File: src/rtl/ntt_stage_sequencer_pkg.sv
// Shared constants and state encoding for the NTT stage sequencer and its tag pipe.
package ntt_stage_sequencer_pkg;

   localparam int DATAWIDTH = 16;
   localparam int DW        = DATAWIDTH + 1;
   localparam int P         = 17;
   localparam int NTT_LOGN  = 8;

   typedef enum logic [2:0] {
      SEQ_IDLE  = 3'd0,
      SEQ_RUN   = 3'd1,
      SEQ_DRAIN = 3'd2,
      SEQ_GAP   = 3'd3,
      SEQ_DONE  = 3'd4
   } seq_state_t;

   // Counter width that never collapses to zero bits.
   function automatic int ctr_w(input int n);
      return (n < 2) ? 1 : $clog2(n);
   endfunction

endpackage

File: src/rtl/ntt_stage_sequencer_if.sv
// Sequencer-side bus: control handshake, coefficient RAM / twiddle ROM ports, butterfly issue and write-back tags.
interface ntt_stage_sequencer_if
   import ntt_stage_sequencer_pkg::*;
#(
   parameter int LOGN = NTT_LOGN
) ();

   logic            start;
   logic            busy;
   logic            done;
   logic            tag_err;
   logic            rd_en;
   logic [LOGN-1:0] rd_addr_a;
   logic [LOGN-1:0] rd_addr_b;
   logic [DW-1:0]   rd_data_a;
   logic [DW-1:0]   rd_data_b;
   logic [LOGN-2:0] tw_addr;
   logic [DW-1:0]   tw_data;
   logic [DW-1:0]   bf_xin;
   logic [DW-1:0]   bf_yin;
   logic [DW-1:0]   bf_wr;
   logic            bf_en;
   logic            bf_valid;
   logic            wb_valid;
   logic [LOGN-1:0] wb_addr_a;
   logic [LOGN-1:0] wb_addr_b;

   modport master (
      input  start,
      output busy, done, tag_err,
      output rd_en, rd_addr_a, rd_addr_b, tw_addr,
      input  rd_data_a, rd_data_b, tw_data,
      output bf_xin, bf_yin, bf_wr, bf_en,
      input  bf_valid,
      output wb_valid, wb_addr_a, wb_addr_b
   );

   modport slave (
      output start,
      input  busy, done, tag_err,
      input  rd_en, rd_addr_a, rd_addr_b, tw_addr,
      output rd_data_a, rd_data_b, tw_data,
      input  bf_xin, bf_yin, bf_wr, bf_en,
      output bf_valid,
      input  wb_valid, wb_addr_a, wb_addr_b
   );

endinterface

File: src/rtl/ntt_tag_delay.sv
// Fixed-depth shift register carrying {valid, addr_a, addr_b} alongside the butterfly pipeline.
module ntt_tag_delay
   import ntt_stage_sequencer_pkg::*;
#(
   parameter int W     = 1,
   parameter int DEPTH = 1
) (
   input  logic         clk,
   input  logic         reset,
   input  logic [W-1:0] din,
   output logic [W-1:0] dout
);

   logic [W-1:0] pipe [DEPTH];

   always_ff @(posedge clk) begin
      if (reset) begin
         for (int i = 0; i < DEPTH; i++) pipe[i] <= '0;
      end else begin
         pipe[0] <= din;
         for (int i = 1; i < DEPTH; i++) pipe[i] <= pipe[i-1];
      end
   end

   assign dout = pipe[DEPTH-1];

endmodule

File: src/rtl/ntt_stage_sequencer.sv
// Issue controller for an in-place radix-2 NTT: walks stages, issues butterflies, tags write-backs.
// Optional NTT_SEQ_PERF_EN adds a saturating busy-cycle counter output cycle_cnt.
//
// state     | meaning
// SEQ_IDLE  | waiting for start
// SEQ_RUN   | one RAM read / butterfly issue per cycle for the current stage
// SEQ_DRAIN | waiting for every issued butterfly of the stage to return
// SEQ_GAP   | idle cycles so the last write-back lands in RAM
// SEQ_DONE  | one-cycle done pulse
module ntt_stage_sequencer
   import ntt_stage_sequencer_pkg::*;
#(
   parameter int LOGN   = NTT_LOGN,
   parameter int BF_LAT = 4,
   parameter int WB_GAP = 1
) (
   input  logic clk,
   input  logic reset,
`ifdef NTT_SEQ_PERF_EN
   output logic [31:0] cycle_cnt,
`endif
   ntt_stage_sequencer_if.master bus
);

   localparam int NB       = 1 << (LOGN - 1);
   localparam int BW       = LOGN - 1;
   localparam int SW       = ctr_w(LOGN);
   localparam int OW       = $clog2(BF_LAT + 2);
   localparam int GAP_LOAD = (WB_GAP > 0) ? WB_GAP - 1 : 0;
   localparam int GW       = ctr_w(GAP_LOAD + 1);

   seq_state_t      state, state_nxt;
   logic [SW-1:0]   s;
   logic [BW-1:0]   b;
   logic [GW-1:0]   gap_cnt;
   logic [OW-1:0]   outstanding;
   logic            rd_en, busy, done;
   logic            last_b, last_s, drained;
   logic            bf_en_q;
   logic            tag_err_q;
   logic [LOGN-1:0] addr_a_q, addr_b_q;
   logic [2*LOGN:0] tag_out;

   logic [BW-1:0]   bmask, j;
   logic [LOGN-1:0] h, addr_a, addr_b;
   logic [BW-1:0]   tw;
   logic [SW-1:0]   tw_sh;

   // For s = LOGN-1 the mask wraps to all ones, which is exactly h-1 truncated.
   always_comb begin
      bmask  = (BW'(1) << s) - BW'(1);
      j      = b & bmask;
      h      = LOGN'(1) << s;
      addr_a = (((({1'b0, b}) >> s) << s) << 1) | {1'b0, j};
      addr_b = addr_a | h;
      tw_sh  = SW'(LOGN - 1) - s;
      tw     = j << tw_sh;
   end

   assign last_b  = (b == BW'(NB - 1));
   assign last_s  = (s == SW'(LOGN - 1));
   assign drained = (outstanding == '0) && !bf_en_q;

   always_ff @(posedge clk) begin
      if (reset) state <= SEQ_IDLE;
      else       state <= state_nxt;
   end

   always_comb begin
      state_nxt = state;
      rd_en     = 1'b0;
      busy      = 1'b0;
      done      = 1'b0;
      case (state)
         SEQ_IDLE: begin
            if (bus.start) state_nxt = SEQ_RUN;
         end
         SEQ_RUN: begin
            rd_en = 1'b1;
            busy  = 1'b1;
            if (last_b) state_nxt = SEQ_DRAIN;
         end
         SEQ_DRAIN: begin
            busy = 1'b1;
            if (drained) state_nxt = SEQ_GAP;
         end
         SEQ_GAP: begin
            busy = 1'b1;
            if (gap_cnt == '0) state_nxt = last_s ? SEQ_DONE : SEQ_RUN;
         end
         SEQ_DONE: begin
            done      = 1'b1;
            state_nxt = SEQ_IDLE;
         end
         default: state_nxt = SEQ_IDLE;
      endcase
   end

   always_ff @(posedge clk) begin
      if (reset) begin
         s       <= '0;
         b       <= '0;
         gap_cnt <= '0;
      end else begin
         case (state)
            SEQ_IDLE: begin
               if (bus.start) begin
                  s <= '0;
                  b <= '0;
               end
            end
            SEQ_RUN: begin
               if (!last_b) b <= b + BW'(1);
            end
            SEQ_DRAIN: gap_cnt <= GW'(GAP_LOAD);
            SEQ_GAP: begin
               if (gap_cnt != '0) begin
                  gap_cnt <= gap_cnt - GW'(1);
               end else if (!last_s) begin
                  s <= s + SW'(1);
                  b <= '0;
               end
            end
            default: ;
         endcase
      end
   end

   // Capture the issued addresses with the read so the tag lines up with bf_en.
   always_ff @(posedge clk) begin
      if (reset) begin
         bf_en_q  <= 1'b0;
         addr_a_q <= '0;
         addr_b_q <= '0;
      end else begin
         bf_en_q  <= rd_en;
         addr_a_q <= rd_en ? addr_a : '0;
         addr_b_q <= rd_en ? addr_b : '0;
      end
   end

   ntt_tag_delay #(
      .W     (2 * LOGN + 1),
      .DEPTH (BF_LAT)
   ) u_tag_delay (
      .clk   (clk),
      .reset (reset),
      .din   ({bf_en_q, addr_a_q, addr_b_q}),
      .dout  (tag_out)
   );

   always_ff @(posedge clk) begin
      if (reset) begin
         outstanding <= '0;
         tag_err_q   <= 1'b0;
      end else begin
         case ({bf_en_q, bus.bf_valid})
            2'b10:   outstanding <= outstanding + OW'(1);
            2'b01:   if (outstanding != '0) outstanding <= outstanding - OW'(1);
            default: ;
         endcase
         if ((tag_out[2*LOGN] != bus.bf_valid) ||
             (bus.bf_valid && !bf_en_q && (outstanding == '0)))
            tag_err_q <= 1'b1;
      end
   end

`ifdef NTT_SEQ_PERF_EN
   always_ff @(posedge clk) begin
      if (reset)                                   cycle_cnt <= '0;
      else if ((state == SEQ_IDLE) && bus.start)   cycle_cnt <= '0;
      else if (busy && (cycle_cnt != 32'hFFFF_FFFF)) cycle_cnt <= cycle_cnt + 32'd1;
   end
`endif

   assign bus.busy      = busy;
   assign bus.done      = done;
   assign bus.tag_err   = tag_err_q;
   assign bus.rd_en     = rd_en;
   assign bus.rd_addr_a = rd_en ? addr_a : '0;
   assign bus.rd_addr_b = rd_en ? addr_b : '0;
   assign bus.tw_addr   = rd_en ? tw : '0;
   assign bus.bf_en     = bf_en_q;
   assign bus.bf_xin    = bf_en_q ? bus.rd_data_a : '0;
   assign bus.bf_yin    = bf_en_q ? bus.rd_data_b : '0;
   assign bus.bf_wr     = bf_en_q ? bus.tw_data : '0;
   assign bus.wb_valid  = tag_out[2*LOGN];
   assign bus.wb_addr_a = tag_out[2*LOGN-1:LOGN];
   assign bus.wb_addr_b = tag_out[LOGN-1:0];

endmodule

File: src/flat_wrapper.sv
// flat-port wrapper written by rule: the top's interface ports become plain ports
module ntt_stage_sequencer_flat import ntt_stage_sequencer_pkg::*;
#(
   parameter int LOGN   = NTT_LOGN,
   parameter int BF_LAT = 4,
   parameter int WB_GAP = 1
)
  (clk, reset, bus_start, bus_busy, bus_done, bus_tag_err, bus_rd_en, bus_rd_addr_a, bus_rd_addr_b, bus_tw_addr, bus_rd_data_a, bus_rd_data_b, bus_tw_data, bus_bf_xin, bus_bf_yin, bus_bf_wr, bus_bf_en, bus_bf_valid, bus_wb_valid, bus_wb_addr_a, bus_wb_addr_b);
  ntt_stage_sequencer_if #(.LOGN(LOGN)) bus_i ();
  input  logic clk;
  input  logic reset;
  input wire logic [$bits(bus_i.start)-1:0] bus_start;
  output wire logic [$bits(bus_i.busy)-1:0] bus_busy;
  output wire logic [$bits(bus_i.done)-1:0] bus_done;
  output wire logic [$bits(bus_i.tag_err)-1:0] bus_tag_err;
  output wire logic [$bits(bus_i.rd_en)-1:0] bus_rd_en;
  output wire logic [$bits(bus_i.rd_addr_a)-1:0] bus_rd_addr_a;
  output wire logic [$bits(bus_i.rd_addr_b)-1:0] bus_rd_addr_b;
  output wire logic [$bits(bus_i.tw_addr)-1:0] bus_tw_addr;
  input wire logic [$bits(bus_i.rd_data_a)-1:0] bus_rd_data_a;
  input wire logic [$bits(bus_i.rd_data_b)-1:0] bus_rd_data_b;
  input wire logic [$bits(bus_i.tw_data)-1:0] bus_tw_data;
  output wire logic [$bits(bus_i.bf_xin)-1:0] bus_bf_xin;
  output wire logic [$bits(bus_i.bf_yin)-1:0] bus_bf_yin;
  output wire logic [$bits(bus_i.bf_wr)-1:0] bus_bf_wr;
  output wire logic [$bits(bus_i.bf_en)-1:0] bus_bf_en;
  input wire logic [$bits(bus_i.bf_valid)-1:0] bus_bf_valid;
  output wire logic [$bits(bus_i.wb_valid)-1:0] bus_wb_valid;
  output wire logic [$bits(bus_i.wb_addr_a)-1:0] bus_wb_addr_a;
  output wire logic [$bits(bus_i.wb_addr_b)-1:0] bus_wb_addr_b;
  assign bus_i.start = bus_start;
  assign bus_busy = bus_i.busy;
  assign bus_done = bus_i.done;
  assign bus_tag_err = bus_i.tag_err;
  assign bus_rd_en = bus_i.rd_en;
  assign bus_rd_addr_a = bus_i.rd_addr_a;
  assign bus_rd_addr_b = bus_i.rd_addr_b;
  assign bus_tw_addr = bus_i.tw_addr;
  assign bus_i.rd_data_a = bus_rd_data_a;
  assign bus_i.rd_data_b = bus_rd_data_b;
  assign bus_i.tw_data = bus_tw_data;
  assign bus_bf_xin = bus_i.bf_xin;
  assign bus_bf_yin = bus_i.bf_yin;
  assign bus_bf_wr = bus_i.bf_wr;
  assign bus_bf_en = bus_i.bf_en;
  assign bus_i.bf_valid = bus_bf_valid;
  assign bus_wb_valid = bus_i.wb_valid;
  assign bus_wb_addr_a = bus_i.wb_addr_a;
  assign bus_wb_addr_b = bus_i.wb_addr_b;
  ntt_stage_sequencer #(.LOGN(LOGN), .BF_LAT(BF_LAT), .WB_GAP(WB_GAP)) u_core (.clk(clk), .reset(reset), .bus(bus_i));
endmodule
File: config.mk
export PLATFORM = sky130hd
export DESIGN_NAME = ntt_stage_sequencer_flat
export DESIGN_NICKNAME = d
export VERILOG_FILES = /design/src/rtl/ntt_stage_sequencer_pkg.sv /design/src/rtl/ntt_stage_sequencer_if.sv /design/src/rtl/ntt_tag_delay.sv /design/src/rtl/ntt_stage_sequencer.sv /design/src/flat_wrapper.sv
export SDC_FILE = /design/constraint.sdc
export NUM_CORES = 1
export LEC_CHECK = 0
export BUFFER_PORTS_ARGS = -buffer_cell sky130_fd_sc_hd__buf_2
export CAP_MARGIN = 20
export CELL_PAD_IN_SITES_DETAIL_PLACEMENT = 0
export CELL_PAD_IN_SITES_GLOBAL_PLACEMENT = 1
export CORE_MARGIN = 4
export CORE_UTILIZATION = 39
export CTS_CLUSTER_DIAMETER = 120
export DETAILED_ROUTE_END_ITERATION = 8
export GPL_TIMING_DRIVEN = 1
export PLACE_DENSITY = 0.81
export SLEW_MARGIN = 20
export SYNTH_ARGS = -nofsm -noshare
export SYNTH_HDL_FRONTEND = slang
export SYNTH_SLANG_ARGS = --single-unit
File: constraint.sdc
create_clock -name clk -period 9.3 [get_ports clk]
set_input_delay 2.79 -clock clk [delete_from_list [all_inputs] [get_ports clk]]
set_output_delay 2.79 -clock clk [all_outputs]
set_load 0.005 [all_outputs]
==> results of run 1 <==
==> power by group through the flow <==
stage                     sequential (mW)  clock (mW)  combinational, mW
after floorplan                     0.453           0             0.0367
after global placement              0.457           0             0.0575
after detailed placement            0.457           0             0.0586
after CTS                           0.447       0.282             0.0588
after global routing                0.449       0.303             0.0649
final                               0.447       0.273             0.0577
==> stage by stage <==
stage               setup slack [ns]  util (%)  std cells  cell area [um^2]  hold WS [ns]
floorplan                       3.58         -        461              4310         0.414
global placement                3.34      46.9        720              5090         0.420
detailed placement              3.34      46.9        720              5090         0.420
CTS                             3.18      48.8        736              5290         0.437
global route                    2.91      48.8        736              5300         0.449
finish                          3.10      48.8        736              5300         0.432
==> cells by family after synthesis <==
kind of cell	after synthesis	share of synthesized area, %
xor gates and xnor gates	5	1.02
AOI/OAI and AO/OA	68	12.6
DFF	102	47.4
and+or+nand+nor	231	30.7
buffers and inverters	44	5.11
muxes	3	0.725
adders and majority gates	8	2.50
==> cell type report <==
type / count / area [um^2] / share of cell area, %
well taps: 140 / 175 / 3.31
flip-flops and latches: 102 / 2040 / 38.6
multi-input cells: 315 / 2050 / 38.7
clock buffers: 9 / 124 / 2.34
inverters: 11 / 53.8 / 1.02
repair buffers: 152 / 766 / 14.5
clock inverters: 7 / 83.8 / 1.58
==> registers in the layout (all words and copies together) (netlist names) <==
signal	count
u_core.s	3
u_core.b	7
u_core.bus.bf_en	1
u_core.addr_a_q	8
u_core.u_tag_delay.pipe	68
u_core.bus.tag_err	1
u_core.state	3
u_core.outstanding	3
u_core.addr_b_q	8
==> cell usage after synthesis (all sizes together) (6+ instances only) <==
master | number | area (um^2)
and2 | 54 | 338
a211oi | 7 | 62.6
nor2b | 70 | 438
dfxtp | 102 | 2040
nand2b | 6 | 47.5
a21oi | 15 | 78.8
o21ai | 10 | 50.1
ha | 7 | 87.6
nand2 | 19 | 83.8
inv | 8 | 30.0
nor2 | 50 | 198
nand3 | 7 | 40.0
buf | 12 | 85.1
clkbuf | 21 | 81.3
nor3 | 7 | 46.3
==> worst max-delay path by stage <==
stage               slack [ns]  depth (start not counted)              start                to
detailed placement        3.34                          3  bus_rd_data_b[13]    bus_bf_yin[13]
finish                    3.10                          7        u_core.s[0]  bus_rd_addr_a[2]
CTS                       3.18                          8        u_core.s[0]  bus_rd_addr_b[5]
global route              2.91                          8        u_core.s[0]  bus_rd_addr_b[5]
global placement          3.34                          3  bus_rd_data_b[13]    bus_bf_yin[13]
floorplan                 3.58                          1     bus_tw_data[0]      bus_bf_wr[0]
==> layer usage <==
metal	vias up	routed length, um
met5	-	0
met4	0	139
met3	12	486
met2	79	4680
met1	1554	4010
li1	1767	-
==> impl_metrics.env, run 1 <==
export IMPL_yosysWarnings=0
export IMPL_slowest_stage="dfxtp_1"
export IMPL_post_route_period_util_pct=66.6
export IMPL_top_usage_layer="met2"
export IMPL_timing_setup_tns_ns=0
export IMPL_synthCells=461
export IMPL_antenna_found_initial=0
export IMPL_critPathArrivalTime_ns=3.41
export IMPL_synth_edf_count=0
export IMPL_core_rowCount=38
export IMPL_most_common_layout_cells="buf_2 (150), dfxtp_1 (101), nor2b_1 (70)"
export IMPL_fmax_mhz=161
export IMPL_grt_pass1_vias=3281
export IMPL_vias=3412
export IMPL_met3_usage_pct=3.90
export IMPL_holdPathEnd="u_core.u_tag_delay.pipe[1][15]"
export IMPL_worst_r2r_startpoint="u_core.s[0]"
export IMPL_seqPwrFrac_pct=57.5
export IMPL_worstPathRequired_ns=6.51
export IMPL_power_density_mw_per_mm2=147
export IMPL_clk_latency_ns=0.36
export IMPL_seq_area_frac_synth_pct=47.4
export IMPL_switching_share_pct=25.7
export IMPL_areaGrowthSynthToFinish_pct=22.8
export IMPL_drv_cap=0
export IMPL_r2r_worst_path_cells=6
export IMPL_holdCritStartpoint="u_core.u_tag_delay.pipe[0][15]"
export IMPL_final_nets=654
export IMPL_dr_pass1_iters=4
export IMPL_power_total_mw=0.778
export IMPL_use_met2_pct=25.7
export IMPL_place_congestion=0.858
export IMPL_dp_hpwl_um=7010
export IMPL_viasPerCell=4.64
export IMPL_synth_flop_cell="dfxtp_1"
export IMPL_reg2reg_slack_ns=6.26
export IMPL_critical_path_buf_inv_count=2
export IMPL_grt_start_max_net_pins=86
export IMPL_hold_class="register to register"
export IMPL_htree_levels=3
export IMPL_regToRegEndpoint="u_core.addr_a_q[2]"
export IMPL_cts_buffer_depth=2
export IMPL_postCtsHoldBufs=0
export IMPL_routed_wl_um=9310
export IMPL_p_clk_share_pct=35.1
export IMPL_fillers=1051
export IMPL_use_met1_pct=17.7
export IMPL_cts_buffers_inserted=9
export IMPL_numPortBuffers=150
export IMPL_path_cells="clkinv_1 -> ha_1 -> o21a_1 -> o31ai_2 -> a21boi_0 -> nor2_1 -> buf_2"
export IMPL_cts_setup_buffers=0
export IMPL_crit_fanout=17
export IMPL_cts_sinks=102
export IMPL_cts_tree="built"
export IMPL_finalHoldViolCount=0
export IMPL_final_max_slew_viol_count=0
export IMPL_holdPathStages=1
export IMPL_p_sw_mw=0.200
export IMPL_clkTransAtPathRegs_ns=0.10
export IMPL_fin_skew_ns=0.0168
export IMPL_rsz0062_at_grt="no"
export IMPL_comb_power_share_pct=7.4
export IMPL_dieArea_mm2=0.0128
export IMPL_grt_pass1_wl_um=15600
export IMPL_peakVddDrop_mv=0.0818
export IMPL_synth_fp_nets=524
export IMPL_setup_viol=0
export IMPL_core_area_mm2=0.0108
export IMPL_post_cts_resize_count=0
export IMPL_diodes=0
export IMPL_syn_area_mm2=0.00431
export IMPL_syn_area_per_cell_um2=9.35
export IMPL_tightestPinTransition_ns=0.860
export IMPL_end_kind="output port"
export IMPL_io_pins=151
export IMPL_first_iter_violations=141
export IMPL_ant_nets=0
export IMPL_synth_distinct_cells=67
export IMPL_min_period_ns=6.20
export IMPL_max_stage_delay_ns=0.72
export IMPL_critPathTopFamily="compound AO/OA/AOI/OAI gates"
export IMPL_p_leak_nw=2.41
export IMPL_status="finished, final reports clean"
export IMPL_relSlewSlack_pct=42.7
export IMPL_die_x_um=113
export IMPL_final_layout_size_suffix_gt1_share_pct=32.4
export IMPL_internal_power_mw=0.578
export IMPL_routedWlPerCell_um=12.6
export IMPL_final_common_cell="buf_2"
export IMPL_initial_core_util_pct=39.8
export IMPL_die_h_um=113
export IMPL_drc=0
export IMPL_start_kind="register"
export IMPL_path_class="register to output port"
export IMPL_ys_seq_elements=102
export IMPL_root_buffer="clkbuf_8"
export IMPL_grt_remaining_overflow=0
export IMPL_grt_usage_pct=14.6
export IMPL_synthArstFlopShare_pct=0
(Power assumes the default switching activity.)
==> run 2: changes to the inputs <==
Settings changed: CORE_UTILIZATION 39 to 33, PLACE_DENSITY 0.81 to 0.73.
Clock period 9.3 ns to 5.7 ns, I/O delays scaled along.
==> run 2 against run 1 <==
  * Routed wire length grew 1.6%
  * Total power grew 83%
  * Highest routed layer unchanged
  * Cell count grew 4.5%
  * Combinational power grew 65%
  * Non-clock buffer count grew 1
  * Hold slack lost 0.0053 ns
  * Worst setup slack lost 2.2 ns
==> impl_metrics.env, run 2 (same netlist as run 1, synthesis figures left out) <==
export IMPL_clkTransAtPathRegs_ns=0.07
export IMPL_die_x_um=122
export IMPL_use_met1_pct=15.1
export IMPL_cts_tree="built"
export IMPL_cts_buffer_depth=2
export IMPL_dr_pass1_iters=4
export IMPL_first_iter_violations=143
export IMPL_core_rowCount=41
export IMPL_dieArea_mm2=0.0150
export IMPL_final_common_cell="buf_2"
export IMPL_worst_r2r_startpoint="u_core.s[0]"
export IMPL_root_buffer="clkbuf_16"
export IMPL_ant_nets=0
export IMPL_finalHoldViolCount=0
export IMPL_setup_viol=0
export IMPL_diodes=0
export IMPL_most_common_layout_cells="buf_2 (150), dfxtp_1 (101), nor2b_1 (70)"
export IMPL_top_usage_layer="met2"
export IMPL_fmax_mhz=207
export IMPL_grt_pass1_wl_um=15200
export IMPL_vias=3359
export IMPL_timing_setup_tns_ns=0
export IMPL_rsz0062_at_grt="no"
export IMPL_use_met2_pct=21.4
export IMPL_start_kind="register"
export IMPL_r2r_worst_path_cells=7
export IMPL_relSlewSlack_pct=55.7
export IMPL_post_route_period_util_pct=84.7
export IMPL_numPortBuffers=150
export IMPL_routedWlPerCell_um=12.3
export IMPL_tightestPinTransition_ns=0.665
export IMPL_final_max_slew_viol_count=0
export IMPL_cts_buffers_inserted=9
export IMPL_final_layout_size_suffix_gt1_share_pct=32.5
export IMPL_htree_levels=3
export IMPL_end_kind="output port"
export IMPL_worstPathRequired_ns=3.99
export IMPL_areaGrowthSynthToFinish_pct=26.3
export IMPL_power_density_mw_per_mm2=262
export IMPL_grt_usage_pct=12.4
export IMPL_reg_largest_list="u_core.u_tag_delay.pipe: 68 flops, u_core.addr_a_q: 8 flops, u_core.addr_b_q: 8 flops"
export IMPL_initial_core_util_pct=33.9
export IMPL_routed_wl_um=9450
export IMPL_hold_class="register to register"
export IMPL_final_nets=655
export IMPL_regMostFlops="u_core.u_tag_delay.pipe"
export IMPL_holdPathEnd="u_core.u_tag_delay.pipe[2][7]"
export IMPL_fin_skew_ns=0.0138
export IMPL_io_pins=151
export IMPL_holdCritStartpoint="u_core.u_tag_delay.pipe[1][7]"
export IMPL_antenna_found_initial=0
export IMPL_drv_cap=0
export IMPL_status="finished, final reports clean"
export IMPL_cts_setup_buffers=0
export IMPL_power_total_mw=1.42
export IMPL_postCtsHoldBufs=0
export IMPL_post_cts_resize_count=0
export IMPL_grt_start_max_net_pins=57
export IMPL_min_period_ns=4.83
export IMPL_clk_latency_ns=0.34
export IMPL_crit_fanout=17
export IMPL_grt_pass1_vias=3215
export IMPL_place_congestion=0.861
export IMPL_peakVddDrop_mv=0.133
export IMPL_die_h_um=122
export IMPL_met3_usage_pct=3.36
export IMPL_path_class="register to output port"
export IMPL_cts_sinks=102
export IMPL_reg2reg_slack_ns=2.93
export IMPL_regToRegEndpoint="u_core.addr_b_q[5]"
export IMPL_drc=0
export IMPL_grt_remaining_overflow=0
export IMPL_dp_hpwl_um=7040
export IMPL_critPathArrivalTime_ns=3.12
export IMPL_viasPerCell=4.37
export IMPL_holdPathStages=1
export IMPL_p_leak_nw=2.46
export IMPL_largest_reg_flops=68
export IMPL_core_area_mm2=0.0127
## run 2: cell count changes in the layout (fill, tap and decap cells not counted), sizes merged
cell and change:
buf +1
## run 2: area by class of cell
cell class,instances,area [um^2]
Tap cell,172,215
Multi-Input combinational cell,315,2050
Fill cell,1309,7280
Clock inverter,7,83.8
Sequential cell,102,2040
Timing Repair Buffer,153,773
Inverter,11,53.8
Clock buffer,9,225
## run 2: stage by stage
stage | setup slack [ns] | cell area [um^2] | hold slack (ns) | std cells | utilization [%]
after floorplan | 1.88 | 4310 | 0.414 | 461 | -
after global placement | 1.32 | 5130 | 0.423 | 753 | 40.4
after detailed placement | 1.28 | 5130 | 0.423 | 753 | 40.4
after CTS | 0.874 | 5440 | 0.432 | 769 | 42.8
after global routing | 0.621 | 5440 | 0.441 | 769 | 42.8
final | 0.873 | 5440 | 0.427 | 769 | 42.8
## run 2: critical path, stage by stage, from the launching register on
cell,delay (ns)
dfxtp_1,0.67
clkinv_1,0.41
ha_1,0.47
xnor2_1,0.23
a311oi_2,0.42
a22o_4,0.21
a21boi_4,0.19
nor2_2,0.04
buf_2,0.13
## run 2: worst max-delay path by stage
| stage | from | endpoint | slack [ns] | depth (start not counted) |
|---|---|---|---|---|
| detailed placement | u_core.s[0] | bus_rd_addr_b[5] | 1.28 | 8 |
| global route | u_core.s[0] | bus_tw_addr[5] | 0.62 | 8 |
| global placement | u_core.s[0] | bus_rd_addr_b[5] | 1.32 | 8 |
| CTS | u_core.s[0] | bus_rd_addr_b[5] | 0.87 | 8 |
| floorplan | u_core.s[1] | bus_tw_addr[6] | 1.88 | 9 |
| finish | u_core.s[0] | bus_rd_addr_b[5] | 0.87 | 8 |
## run 2: where the power goes
part / total [mW] / leakage [nW] / internal (mW) / switching [mW]
clock network: 0.599 / 0.151 / 0.316 / 0.283
logic: 0.0951 / 1.48 / 0.0459 / 0.0492
registers: 0.729 / 0.823 / 0.718 / 0.0110
total: 1.42 / 2.46 / 1.08 / 0.343
## run 2: layer usage
| metal | wire length (um) | share of wire [%] |
|---|---|---|
| met1 | 4030 | 43 |
| met2 | 4720 | 50 |
| met3 | 639 | 6.8 |
| met4 | 59 | 0.62 |
| met5 | 0 | 0 |
==> run 3: changes to the inputs <==
Clock period 5.7 ns to 4.15 ns, I/O delays scaled along.
==> run 3 against run 2 <==
  * Total power rose by 41%
  * Sequential share of layout area fell by 0.34 points
  * Clock skew fell by 0.0095 ns
  * Worst setup slack got worse by 0.60 ns
  * Die area did not move
  * Global-route usage rose by 0.43 points
  * Hold slack improved by 0.0055 ns
  * Sequential power rose by 37%
  * Non-clock buffer count rose by 4
  * Clock power rose by 44%
  * Largest cell class unchanged
  * Largest power group unchanged
==> impl_metrics.env, run 3 (same netlist as run 1, synthesis figures left out) <==
export IMPL_status="finished, final reports clean"
export IMPL_reg2reg_slack_ns=1.83
export IMPL_dpl_cell_area_mm2=0.00516
export IMPL_cts_buffers_inserted=9
export IMPL_top_usage_layer="met2"
export IMPL_cts_sinks=102
export IMPL_dr_pass1_iters=4
export IMPL_final_max_slew_viol_count=0
export IMPL_path_common_cell="ha_1"
export IMPL_cts_buffer_depth=2
export IMPL_dp_cells=757
export IMPL_dieArea_mm2=0.0150
export IMPL_final_common_cell="buf_2"
export IMPL_vias=3405
export IMPL_post_cts_resize_count=0
export IMPL_io_pins=151
export IMPL_critical_path_buf_inv_count=2
export IMPL_path_cells="buf_4 -> ha_1 -> ha_1 -> xnor2_1 -> a32o_1 -> a21oi_2 -> a21boi_0 -> nor2_1 -> buf_2"
export IMPL_hold_class="register to register"
export IMPL_end_kind="output port"
export IMPL_p_leak_nw=2.48
export IMPL_antenna_found_initial=0
export IMPL_post_route_period_util_pct=93.4
export IMPL_worstPathRequired_ns=2.90
export IMPL_slowest_stage="ha_1"
export IMPL_tightestPinTransition_ns=0.607
export IMPL_viasPerCell=4.40
export IMPL_drv_cap=0
export IMPL_dp_hpwl_um=7380
export IMPL_holdPathEnd="u_core.u_tag_delay.pipe[3][6]"
export IMPL_stdcell_count=773
export IMPL_ant_nets=0
export IMPL_die_h_um=122
export IMPL_drc=0
export IMPL_core_area_mm2=0.0127
export IMPL_grt_usage_pct=12.9
export IMPL_peakVddDrop_mv=0.224
export IMPL_cts_setup_buffers=0
export IMPL_timing_setup_tns_ns=0
export IMPL_crit_fanout=16
export IMPL_critPathArrivalTime_ns=2.63
export IMPL_postCtsHoldBufs=0
export IMPL_layout_setup_ws_ns=0.275
export IMPL_holdPathStages=1
export IMPL_final_area_mm2=0.00550
export IMPL_htree_levels=3
export IMPL_grt_pass1_wl_um=15600
export IMPL_max_stage_delay_ns=0.38
export IMPL_regMostFlops="u_core.u_tag_delay.pipe"
export IMPL_path_class="register to output port"
export IMPL_clk_latency_ns=0.34
export IMPL_setup_viol=0
export IMPL_fillers=1333
export IMPL_finalHoldViolCount=0
export IMPL_holdCritStartpoint="u_core.u_tag_delay.pipe[2][6]"
export IMPL_die_x_um=122
export IMPL_utilization_pct=43.2
export IMPL_reg_largest_list="u_core.u_tag_delay.pipe: 68 flops, u_core.addr_a_q: 8 flops, u_core.addr_b_q: 8 flops"
export IMPL_initial_core_util_pct=33.9
export IMPL_critPathTopFamily="compound AO/OA/AOI/OAI gates"
export IMPL_first_iter_violations=128
export IMPL_diodes=0
export IMPL_min_period_ns=3.87
export IMPL_use_met1_pct=15.3
export IMPL_final_nets=659
export IMPL_rsz0062_at_grt="no"
export IMPL_root_buffer="clkbuf_16"
export IMPL_fmax_mhz=258
export IMPL_power_density_mw_per_mm2=364
export IMPL_worst_r2r_startpoint="u_core.s[0]"
export IMPL_routedWlPerCell_um=12.6
export IMPL_regToRegEndpoint="u_core.addr_b_q[4]"
export IMPL_start_kind="register"
export IMPL_place_congestion=0.855
export IMPL_largest_reg_flops=68
export IMPL_use_met2_pct=22.4
export IMPL_final_layout_size_suffix_gt1_share_pct=33.4
export IMPL_fin_skew_ns=0.00429
export IMPL_grt_remaining_overflow=0
export IMPL_core_rowCount=41
export IMPL_fin_hold_ws_ns=0.433
export IMPL_met3_usage_pct=3.87
export IMPL_clkTransAtPathRegs_ns=0.07
export IMPL_pre_cts_slack_ns=0.374
export IMPL_cts_tree="built"
export IMPL_r2r_worst_path_cells=8
export IMPL_power_total_mw=2.00
export IMPL_numPortBuffers=150
export IMPL_grt_pass1_vias=3173
export IMPL_routed_wl_um=9720
export IMPL_relSlewSlack_pct=59.5
export IMPL_areaGrowthSynthToFinish_pct=27.5
export IMPL_most_common_layout_cells="buf_2 (150), dfxtp_1 (100), nor2b_1 (70)"
export IMPL_grt_start_max_net_pins=54
## run 3: final cells by class
| class | count | area [um^2] | area share, % |
|---|---|---|---|
| Clock buffer | 9 | 225 | 4.10 |
| Clock inverter | 7 | 101 | 1.84 |
| Inverter | 11 | 53.8 | 0.979 |
| Multi-Input combinational cell | 315 | 2050 | 37.4 |
| Sequential cell | 102 | 2040 | 37.2 |
| Tap cell | 172 | 215 | 3.91 |
| Timing Repair Buffer | 157 | 803 | 14.6 |
## run 3: how the worst max path moves through the flow
stage                            end   startpoint  depth (start not counted)
detailed placement  bus_rd_addr_a[2]  u_core.s[1]                          7
finish              bus_rd_addr_b[4]  u_core.s[0]                          9
global route        bus_rd_addr_b[4]  u_core.s[0]                          9
global placement      bus_tw_addr[5]  u_core.s[1]                          8
CTS                   bus_tw_addr[5]  u_core.s[1]                          8
floorplan             bus_tw_addr[6]  u_core.s[1]                          9
## run 3: power by group
part / internal (mW) / total, mW / switching, mW / leakage (nW)
logic: 0.0650 / 0.134 / 0.0690 / 1.50
registers: 0.987 / 1.00 / 0.0146 / 0.824
clock network: 0.488 / 0.865 / 0.377 / 0.156
## run 3: routing by layer
| metal | routed length (um) | vias to the layer above |
|---|---|---|
| met5 | 0 | - |
| met4 | 154 | 0 |
| met3 | 700 | 15 |
| met2 | 4760 | 97 |
| met1 | 4100 | 1515 |
| li1 | - | 1778 |
## run 3: worst register-to-register path, cell delays in order (launching register included)
cell and delay (ns):
dfxtp_1 0.34, buf_4 0.22, ha_1 0.25, ha_1 0.39, xnor2_1 0.11, a32o_1 0.32
a21oi_2 0.17, a21boi_0 0.30, nor2_1 0.09
